## config.mk

```make
export PLATFORM = sky130hd
export DESIGN_NAME = misr_ora_param
export DESIGN_NICKNAME = d
export VERILOG_FILES = /design/src/rtl/misr_pkg.sv /design/src/rtl/misr_core.sv /design/src/rtl/misr_ora_param.sv
export SDC_FILE = /design/constraint.sdc
export NUM_CORES = 1
export LEC_CHECK = 0
export BUFFER_PORTS_ARGS = -buffer_cell sky130_fd_sc_hd__buf_2
export CAP_MARGIN = 30
export CORE_UTILIZATION = 45
export DETAILED_ROUTE_END_ITERATION = 8
export PLACE_DENSITY = 0.68
export SYNTH_ARGS = -nofsm -noshare
export SYNTH_HDL_FRONTEND = slang
export SYNTH_HIERARCHICAL = 1
export SYNTH_SLANG_ARGS = --single-unit
```

## constraint.sdc

```tcl
create_clock -name clock -period 1.98 [get_ports clock]
set_input_delay 0.198 -clock clock [delete_from_list [all_inputs] [get_ports clock]]
set_output_delay 0.198 -clock clock [all_outputs]
set_load 0.02 [all_outputs]
```

## src/rtl/misr_pkg.sv

```systemverilog
// Shared types and helpers for the parametrised MISR output response analyser.
// misr_next is the single definition of the signature update equation.
package misr_pkg;

  typedef enum logic [1:0] {
    IDLE    = 2'd0,
    COMPACT = 2'd1,
    DONE    = 2'd2
  } state_t;

  localparam int unsigned MAX_W = 64;

  function automatic int unsigned cnt_width(input int unsigned patterns);
    return $clog2(patterns + 1);
  endfunction

  // Shift left, fold the old MSB back through the taps, then mix in the response word.
  // Operands are zero-extended to MAX_W; only the low 'width' bits of the result matter.
  function automatic logic [MAX_W-1:0] misr_next(input logic [MAX_W-1:0] sig,
                                                 input logic [MAX_W-1:0] din,
                                                 input logic [MAX_W-1:0] poly,
                                                 input int unsigned      width);
    logic                 msb;
    logic [MAX_W-1:0]     mask;
    msb  = sig[width-1];
    mask = (MAX_W'(1) << width) - MAX_W'(1);
    return ((sig << 1) ^ (poly & {MAX_W{msb}}) ^ din) & mask;
  endfunction

endpackage

```

## src/rtl/misr_core.sv

```systemverilog
// Signature register: seed load, compaction enable, async active-low clear.
// The combinational next value is exported so the controller can judge the last word early.
module misr_core
  import misr_pkg::*;
#(
  parameter int unsigned      WIDTH    = 4,
  parameter int unsigned      IN_WIDTH = 2,
  parameter logic [WIDTH-1:0] POLY     = '0,
  parameter logic [WIDTH-1:0] SEED     = '0
) (
  input  logic                clock,
  input  logic                reset,
  input  logic                i_load,
  input  logic                i_enable,
  input  logic [IN_WIDTH-1:0] i_dataIn,
  output logic [WIDTH-1:0]    o_signature,
  output logic [WIDTH-1:0]    o_next
);

  logic [WIDTH-1:0] r_sig;

  assign o_next = WIDTH'(misr_next(MAX_W'(r_sig), MAX_W'(i_dataIn), MAX_W'(POLY), WIDTH));

  always_ff @(posedge clock or negedge reset) begin
    if (!reset) begin
      r_sig <= '0;
    end else if (i_load) begin
      r_sig <= SEED;
    end else if (i_enable) begin
      r_sig <= o_next;
    end
  end

  assign o_signature = r_sig;

endmodule

```

## src/rtl/misr_ora_param.sv

```systemverilog
// MISR output response analyser: compacts PATTERNS response words under a
// start/abort handshake and compares the final signature against GOLDEN.
module misr_ora_param
  import misr_pkg::*;
#(
  parameter int unsigned      WIDTH    = 4,
  parameter int unsigned      IN_WIDTH = 2,
  parameter                   POLY     = 4'b0011,
  parameter logic [WIDTH-1:0] SEED     = '0,
  parameter logic [WIDTH-1:0] GOLDEN   = WIDTH'(3),
  parameter int unsigned      PATTERNS = 4
) (
  input  logic                clock,
  input  logic                reset,
  input  logic                start,
  input  logic                abort,
  input  logic                dataValid,
  input  logic [IN_WIDTH-1:0] dataIn,
  output logic [WIDTH-1:0]    signature,
  output logic                busy,
  output logic                done,
  output logic                pass
);

  localparam int unsigned    CW   = cnt_width(PATTERNS);
  localparam logic [CW-1:0]  LAST = CW'(PATTERNS - 1);

  if (WIDTH < 2 || WIDTH > MAX_W || IN_WIDTH < 1 || IN_WIDTH > WIDTH) begin : g_badWidth
    $error("misr_ora_param: need 2 <= WIDTH <= %0d and 1 <= IN_WIDTH <= WIDTH", MAX_W);
  end
  if (PATTERNS < 1) begin : g_badPatterns
    $error("misr_ora_param: PATTERNS must be at least 1");
  end
  if ($bits(POLY) != WIDTH) begin : g_badPoly
    $error("misr_ora_param: POLY must be exactly WIDTH bits wide");
  end

  state_t           r_state;
  logic [CW-1:0]    r_count;
  logic             r_busy;
  logic             r_done;
  logic             r_pass;
  logic [WIDTH-1:0] w_next;
  logic             w_load;
  logic             w_enable;

  // Abort wins over a coincident valid word, so the signature freezes on abort.
  assign w_load   = (r_state == IDLE || r_state == DONE) && start;
  assign w_enable = (r_state == COMPACT) && !abort && dataValid;

  misr_core #(
    .WIDTH   (WIDTH),
    .IN_WIDTH(IN_WIDTH),
    .POLY    (WIDTH'(POLY)),
    .SEED    (SEED)
  ) u_core (
    .clock      (clock),
    .reset      (reset),
    .i_load     (w_load),
    .i_enable   (w_enable),
    .i_dataIn   (dataIn),
    .o_signature(signature),
    .o_next     (w_next)
  );

  always_ff @(posedge clock or negedge reset) begin
    if (!reset) begin
      r_state <= IDLE;
      r_count <= '0;
      r_busy  <= 1'b0;
      r_done  <= 1'b0;
      r_pass  <= 1'b0;
    end else begin
      case (r_state)
        IDLE, DONE: begin
          if (start) begin
            r_state <= COMPACT;
            r_count <= '0;
            r_busy  <= 1'b1;
            r_done  <= 1'b0;
            r_pass  <= 1'b0;
          end
        end
        COMPACT: begin
          if (abort) begin
            r_state <= IDLE;
            r_busy  <= 1'b0;
          end else if (dataValid) begin
            if (r_count == LAST) begin
              r_state <= DONE;
              r_busy  <= 1'b0;
              r_done  <= 1'b1;
              r_pass  <= (w_next == GOLDEN);
            end else begin
              r_count <= r_count + 1'b1;
            end
          end
        end
        default: begin
          r_state <= IDLE;
          r_busy  <= 1'b0;
          r_done  <= 1'b0;
          r_pass  <= 1'b0;
        end
      endcase
    end
  end

  assign busy = r_busy;
  assign done = r_done;
  assign pass = r_pass;

endmodule

```

==> summary.md <==
| Metric | Value |
|---|---|
| Die W | 40.3 um |
| Worst Setup Path Type | flop to flop |
| Core footprint | 0.00133 mm^2 |
| PD cells | 767 mW/mm^2 |
| Final hold viol count | 0 |
| Total power | 577 uW |
| First-pass GRT wire length | 1860 um |
| EDFF count, synth | 0 |
| Clock Root Buffer | clkbuf_4 |
| Post-CTS setup buffer count | 0 |
| CP peak stage delay | 0.41 ns |
| Post-synth ARST share | 1.00 |
| Final Cycle Share | 0.790 |
| Ratio of cells with drive above 1 in the final layout | 0.270 |
| CP max-delay cell | dfrtp_1 |
| Peak Freq | 639 MHz |
| Slew of the pin with the lowest slew margin | 0.278 ns |
| Flop-to-flop setup slack | 0.42 ns |
| Status | finished, final reports clean |
| Largest net degree at the start of global routing | 13 |
| Initial antenna violation count | 0 |
| Max-capacitance violation count | 0 |
| Residual DRC | 0 |
| Vias in the first global route | 439 |
| Cell with the most instances after synthesis | dfrtp_1 |
| Post-layout net count | 85 |
| Post-synthesis cell area | 661 um^2 |
| Drt wl/cell | 13.2 um |
| Tot GR Track Use | 0.181 |
| Buffers added on ports | 13 |
| Crit Path Max Fanout | 7 |
| Area of the multi-input gates | 320 um^2 |
| Total negative slack | 0 ns |
| Antenna viol nets, final | 0 |
| Initial DRC Count | 7 |
| Post-Syn Instances | 61 |
| Drt pass-1 iters | 3 |
| Hold Buf Count CTS | 1 |
| Max_slew headroom | 0.814 |
| Buffer and inverter count on the worst path | 0 |
| DP HPWL | 908 um |
| Worst Reg-to-Reg Cells | 5 |
| CTS Sinks | 12 |
| Min-Delay Endpoint | pass |
| Syn avg cell area | 10.8 um^2 |
| Synth area leaders | dfrtp_1 45%, mux2i_1 7.6%, nor2_1 4.5% |
| Crit path required time | 2.14 ns |
| Yosys warnings | 6 |
| Hold Path Origin | dataIn[0] |
| Total global routing overflow | 0 |
| Crit path capture type | flop |
| Worst-Skew Late Latency | 0.26 ns |
| Leak | 0.378 nW |
| Area leader, netlist | dfrtp_1 |
| CTS tree | done |
| Worst hold-check path type | input port to flop |
| CP arrival | 1.73 ns |
| Drt via density | 5.24 |
| Startpoint types | flop |
| Sequential-to-total area share from yosys stat | 0.455 |
| Top_reg_cell synth | dfrtp_1 |
| Cell Chain, Critical Path | ha_1 -> ha_1 -> nor4b_2 -> xor2_1 -> a21o_1 |
| Detailed Route WL | 1170 um |
| Clk slew on worst S/H paths | 0.08 ns |
| Die area | 0.00163 mm^2 |
| Setup violations, final | 0 |
| Min Hold Slack | 0.267 ns |
| RSZ-0062 raised after global routing | no |
| Via Count | 466 |
| Setup crit start | r_count[0] |
| Fin crit period | 1.56 ns |
| IO Pins | 14 |
| Synth top area share | 0.455 |
| #FFs+latches synth | 12 |
| FF+latch area | 300 um^2 |
| # rows | 13 |
| Max clock buf depth | 2 |
| Layout Area Growth over Synthesis | 13.8% |
| CTS H-Tree Depth | 1 |
| Hold Path Stages | 4 |
| Pins Over Slew Limit | 0 |
| Max IR drop VDD | 0.337 mV |
| Critical path's most frequent cell | ha_1 |
| Critical R2R Capture | r_count[0] |
| Cell family with most CP delay | adder cells |
| Die Span Y | 40.3 um |
| FILL cells | 113 |
| Post-synth top cells | 12 x dfrtp_1, 8 x nor2_1, 5 x mux2i_1 |
| Worst clock skew | 0.00475 ns |
| GPL Wtd Cong | 0.770 |
| PostCTS Resize Cnt | 0 |
| Origin of the critical flop-to-flop path | r_count[0] |
| Final core utilization | 0.564 |
| Synth Net Count | 70 |
| Diode count | 0 |
| TritonCTS Buffers | 3 |
| Synth unique cells | 26 |
| Starting Density | 0.495 |
==> flip-flops by register name, summed over array words and instances (netlist names) <==
name,count
done,1
u_core/o_signature,4
busy,1
r_count,3
r_state,2
pass,1
==> cell usage in the layout (no fill, tap or decap), drive strengths merged <==
cell type / n
xor2: 2
ha: 2
inv: 4
and3b: 1
xor3: 1
nand2b: 3
o21ai: 2
dfrtp: 12
nor2: 8
dlygate4sd3: 1
mux2i: 5
a21o: 1
nor3b: 1
a31o: 1
a22oi: 1
a22o: 2
buf: 13
clkbuf: 3
nand2: 3
nand3: 2
a21oi: 1
nand3b: 1
nand4: 1
and4bb: 1
nor4b: 2
==> tightest hold or removal path: stages <==
cell and delay [ns]:
buf_2 0.09, xor2_1 0.08, nand4_1 0.08, o21ai_1 0.06
==> routing by layer <==
layer	track usage	routed length, um	vias up
li1	-	-	237
met4	0.100	12	0
met5	0	0	-
met2	0.306	572	8
met3	0.0333	29	2
met1	0.214	557	219
==> layout make-up <==
cell class,instances,share of cell area
Inverter,4,0.0200
Timing Repair Buffer,14,0.0998
Multi-Input combinational cell,41,0.426
Tap cell,15,0.0250
Sequential cell,12,0.399
Clock buffer,3,0.0300
==> metrics by stage <==
stage / setup WS, ns / instances / instance area (um^2)
3_3_place_gp: 0.482 / 85 / 719
6_report: 0.416 / 89 / 752
5_1_grt: 0.306 / 89 / 752
2_1_floorplan: 0.537 / 61 / 661
3_5_place_dp: 0.401 / 85 / 719
4_1_cts: 0.388 / 89 / 752
==> worst max-delay path by stage <==
stage / to / slack, ns / cells after the start
2_1_floorplan: r_count[0] / 0.54 / 5
3_3_place_gp: r_count[0] / 0.48 / 5
3_5_place_dp: r_count[0] / 0.40 / 5
4_1_cts: r_count[0] / 0.39 / 5
5_1_grt: r_count[0] / 0.31 / 5
6_report: r_count[0] / 0.42 / 5
==> kinds of logic after synthesis <==
family                   synth area share
AND/OR/NAND/NOR                     0.222
flip-flops                          0.455
AO/OA/AOI/OAI                      0.0852
buffers and inverters              0.0606
multiplexers                       0.0758
XOR/XNOR                           0.0644
adder cells (fa/ha/maj)            0.0379
==> where the power goes <==
part / total, mW / internal, mW / switching (mW)
clock: 0.147 / 0.0702 / 0.0767
combinational: 0.132 / 0.0601 / 0.0718
sequential: 0.298 / 0.272 / 0.0261
total: 0.577 / 0.402 / 0.175
(Power assumes the default switching activity.)
